<file path="src/rtl/csam_mul_seq.sv">
// Sequencer that builds an AW x BW product from one shared XW x YW CSAM multiplier,
// feeding one partial product per cycle and shift-accumulating the results.
module csam_mul_seq #(
    parameter int XW = 8,
    parameter int YW = 4,
    parameter int NX = 2,
    parameter int NY = 2
) (
    input  logic                        clk,
    input  logic                        reset_n,
    input  logic                        in_valid,
    output logic                        in_ready,
    input  logic [NX*XW-1:0]            a,
    input  logic [NY*YW-1:0]            b,
    output logic                        out_valid,
    input  logic                        out_ready,
    output logic [NX*XW+NY*YW-1:0]      product,
    output logic [XW-1:0]               csam_x,
    output logic [YW-1:0]               csam_y,
    input  logic [XW+YW-1:0]            csam_p,
    output logic                        busy
);

    localparam int AW = NX * XW;
    localparam int BW = NY * YW;
    localparam int PW = AW + BW;
    localparam int CW = XW + YW;
    localparam int NK = NX * NY;
    localparam int KW = (NK > 1) ? $clog2(NK) : 1;
    localparam logic [KW-1:0] K_LAST = KW'(NK - 1);

    typedef enum logic [1:0] {
        IDLE = 2'd0,
        MUL  = 2'd1,
        DONE = 2'd2
    } state_t;

    state_t          state;
    state_t          state_nxt;
    logic [KW-1:0]   k;
    logic [AW-1:0]   a_q;
    logic [BW-1:0]   b_q;
    logic [PW-1:0]   acc;
    logic [PW-1:0]   acc_nxt;
    logic [PW-1:0]   product_q;
    logic [PW-1:0]   pp_aligned;
    int              ci;
    int              cj;

    // Place a CSAM partial product at its weight inside the full-width accumulator.
    function automatic logic [PW-1:0] align_pp(input logic [CW-1:0] p, input int sh);
        logic [PW-1:0] ext;
        ext = '0;
        ext[CW-1:0] = p;
        return ext << sh;
    endfunction

    always_comb begin
        state_nxt  = state;
        in_ready   = 1'b0;
        out_valid  = 1'b0;
        csam_x     = '0;
        csam_y     = '0;
        ci         = 0;
        cj         = 0;
        pp_aligned = '0;
        case (state)
            IDLE: begin
                in_ready = reset_n;
                if (in_valid) state_nxt = MUL;
            end
            MUL: begin
                // A chunk index runs fastest, B chunk index advances every NX steps.
                ci         = int'(k) % NX;
                cj         = int'(k) / NX;
                csam_x     = a_q[ci*XW +: XW];
                csam_y     = b_q[cj*YW +: YW];
                pp_aligned = align_pp(csam_p, ci*XW + cj*YW);
                if (k == K_LAST) state_nxt = DONE;
            end
            DONE: begin
                out_valid = 1'b1;
                if (out_ready) state_nxt = IDLE;
            end
            default: state_nxt = IDLE;
        endcase
    end

    assign acc_nxt = acc + pp_aligned;

    always_ff @(posedge clk) begin
        if (!reset_n) begin
            state     <= IDLE;
            k         <= '0;
            acc       <= '0;
            a_q       <= '0;
            b_q       <= '0;
            product_q <= '0;
        end else begin
            state <= state_nxt;
            case (state)
                IDLE: begin
                    if (in_valid) begin
                        a_q <= a;
                        b_q <= b;
                        acc <= '0;
                        k   <= '0;
                    end
                end
                MUL: begin
                    acc <= acc_nxt;
                    if (k == K_LAST) begin
                        k         <= '0;
                        product_q <= acc_nxt;
                    end else begin
                        k <= k + KW'(1);
                    end
                end
                default: ;
            endcase
        end
    end

    assign product = product_q;
    assign busy    = (state == MUL) || (state == DONE);

endmodule

</file>
<file path="config.mk">
export PLATFORM = sky130hd
export DESIGN_NAME = csam_mul_seq
export DESIGN_NICKNAME = d
export VERILOG_FILES = /design/src/rtl/csam_mul_seq.sv
export SDC_FILE = /design/constraint.sdc
export NUM_CORES = 1
export LEC_CHECK = 0
export ABC_AREA = 1
export ABC_CLOCK_PERIOD_IN_PS = 4200
export BUFFER_PORTS_ARGS = -buffer_cell sky130_fd_sc_hd__buf_2
export CELL_PAD_IN_SITES_DETAIL_PLACEMENT = 0
export CELL_PAD_IN_SITES_GLOBAL_PLACEMENT = 1
export CORE_MARGIN = 5
export CORE_UTILIZATION = 34
export DETAILED_ROUTE_END_ITERATION = 8
export GPL_TIMING_DRIVEN = 0
export PLACE_DENSITY = 0.71
export SLEW_MARGIN = 20
export SYNTH_ARGS = -nofsm -noshare
export SYNTH_HDL_FRONTEND = slang
export SYNTH_SLANG_ARGS = --single-unit
</file>
<file path="constraint.sdc">
create_clock -name clk -period 4.2 [get_ports clk]
set_clock_uncertainty 0.15 [all_clocks]
set_input_delay 0.42 -clock clk [delete_from_list [all_inputs] [get_ports clk]]
set_output_delay 0.42 -clock clk [all_outputs]
set_load 0.01 [all_outputs]
</file>
==> qor.txt <==
Status -> completed
Commonest cells after routing, fill and taps aside -> nand2_1, nor2_1, inv_1
P&R area growth vs syn -> 18.4%
Maxcap violations -> 0
Post-CTS Setup Inserts -> 0
Post-Synthesis Cells -> 821
Core area -> 14500 sq um
Commonest non-fill, non-tap cell in the layout -> nand2_1
Post-Layout Cell Count -> 1099
Unrepaired setup endpoints after global routing -> no
Crit end category -> flip-flop
Max transition margin -> 50.5%
Cell area power density -> 422 nW/um^2
Initial antenna violation count -> 0
Grt ovf -> 0
Req. time, crit path -> 4280 ps
Worst Setup Path Type -> flip-flop to flip-flop
Final Hold Vio Count -> 0
Vias in the first global route -> 5051
Clock-pin slew on the worst setup and hold paths -> 60 ps
DRC -> 0
Final TNS setup -> 0 ps
Antenna Diode Count -> 0
CTS tree -> built
Min-Delay Path Class -> primary input to flip-flop
Startpoint types -> flip-flop
Final worst-path cycle share -> 88.2%
Die area -> 17200 sq um
Placed Area -> 5610 sq um
Cts hold-fix bufs -> 0
Synth Net Count -> 889
DIE WIDTH -> 131 um
1st-iter DRT viols -> 238
Slew @ Worst Pin -> 743 ps
Post-Syn Area per Cell -> 6.07 sq um
Largest net degree at the start of global routing -> 14
Synth unique cells -> 31
Worst Path Arrival -> 3790 ps
Placed Cells -> 1083
# clock sinks -> 76
Synth warnings -> 0
Routed Antenna Nets -> 0
Chip Height -> 131 um
Peak supply drop -> 0.000296 V
Insertion delay to the later sink of the worst-skew pair -> 330 ps
CTS Root Cell -> clkbuf_16
Fin nets -> 978
First drt pass iteration count -> 5
Number of H-tree levels -> 3
Drt via density -> 4.67
Leakage Power -> 3.12 nW
Cts bufs inserted -> 9
CTS Buffer Depth -> 2
Final HPWL from detailed placement -> 13300 um
Resize count post-CTS -> 0
Starting Density -> 34.4%
Number of core rows -> 44
DRT Wirelength -> 16400 um
Detailed-route wire length per cell -> 15.0 um
Placer Congestion -> 0.890
First-pass GRT wire length -> 26100 um
Layout cell share with drive strength beyond 1 -> 14.3%
Slew Limit Fails -> 0
Final setup violation count -> 0
Fmax -> 270 MHz
Post-Syn Area -> 4990 sq um
Final std cell area, no fill -> 5900 sq um
Crit Path Max Fanout -> 10
# IOs -> 79
Final-layout fill cell count -> 1648
Flops & latches, synth -> 76
Min cycle time layout -> 3710 ps
IO Port Bufs -> 78
Post-synthesis sequential area ratio -> 30.5%
Total GRT Usage -> 18.9%
Via count -> 5132
critical path: stages (launching register included):
cell and delay, ps:
dfxtp_1 310, inv_1 90, ha_1 330, inv_2 120, nor2_4 240, inv_2 130, clkbuf_1 250, nor2_1 160
ha_1 250, inv_1 70, fa_1 400, inv_1 130, nand3_1 90, nand3_1 200, nand2_1 80, nand2_1 140
nand3_1 110, nand2_1 70, nand2_1 60, nand2_1 80, nand2_1 60, nand2_1 60, inv_1 30
cells by family (layout without fill, tap and decap cells):
group,count (synthesis),count (layout),share of synthesized area [%]
compound gates,101,101,10.8
xor+xnor,8,8,1.41
fa+ha+maj,28,28,7.18
buf+inv,143,237,11.0
flops,76,76,30.5
mux,7,7,1.41
simple gates,458,458,37.6
layout make-up:
type	instances	area, sq um	area share [%]
repair buffers	78	390	6.61
inverters	117	439	7.44
multi-input cells	602	2910	49.4
plain buffers	26	111	1.89
clock inverters	5	62.6	1.06
clock buffers	11	233	3.94
flip-flops and latches	76	1520	25.8
well taps	184	230	3.90
through the flow:
| stage | power (mW) | utilization, % | worst slack, ps | hold slack [ps] |
|---|---|---|---|---|
| final | 2.49 | 40.8 | 494 | 183 |
| after global routing | 2.65 | 40.8 | 85.0 | 205 |
| after CTS | 2.52 | 40.8 | 487 | 178 |
| after detailed placement | 1.73 | 38.7 | 515 | 313 |
| after global placement | 1.72 | 38.7 | 487 | 308 |
| after floorplan | 1.43 | - | 1300 | 294 |
cells in the mapped netlist:
master	number	area (sq um)
o211ai_1	2	15.0
xnor2_1	2	17.5
inv_1	106	398
nor2_2	6	37.5
ha_1	27	338
nor2_4	3	33.8
nand2_2	7	43.8
a21oi_2	2	17.5
and2_1	1	6.26
or2_1	3	18.8
o221ai_1	1	8.76
clkinv_1	1	3.75
mux2i_1	7	70.1
xor2_1	6	52.6
o21ai_0	42	210
fa_1	1	20.0
o22ai_1	8	50.1
nor2_1	131	492
dfxtp_1	76	1520
buf_2	11	55.1
nand2_1	248	931
clkbuf_1	15	56.3
a21oi_1	39	195
nor3_1	3	15.0
a22oi_1	1	7.51
a21o_1	2	15.0
nand3b_1	5	37.5
nand3_1	46	230
o21ai_1	4	20.0
inv_2	10	37.5
nand4_1	5	31.3
where the power goes:
part	leakage (nW)	internal (mW)	switching, mW	total [mW]
clock	0.136	0.463	0.322	0.785
combinational	2.37	0.254	0.601	0.855
sequential	0.618	0.806	0.0425	0.848
path summary, 6_finish.rpt:
kind                               start           to  slack, ps  depth (start not counted)
worst min register to register   acc[15]      acc[15]        320                          2
worst min-delay path                a[2]       a_q[2]        180                          3
worst max register to register  state[1]  product[16]        490                         22
worst max-delay path            state[1]  product[16]        490                         22
routing by layer:
layer / GRT usage, % / routed length, um
met3: 4.09 / 849
met2: 34.1 / 8030
met4: 4.50 / 344
met1: 22.8 / 7230
met5: 0 / 0
sequential cells by signal, summed over array words and instances (netlist names):
signal / flops
a_q: 16
acc: 24
b_q: 8
k: 2
product: 24
state: 2
No activity file was read; power rests on OpenSTA's default activity.
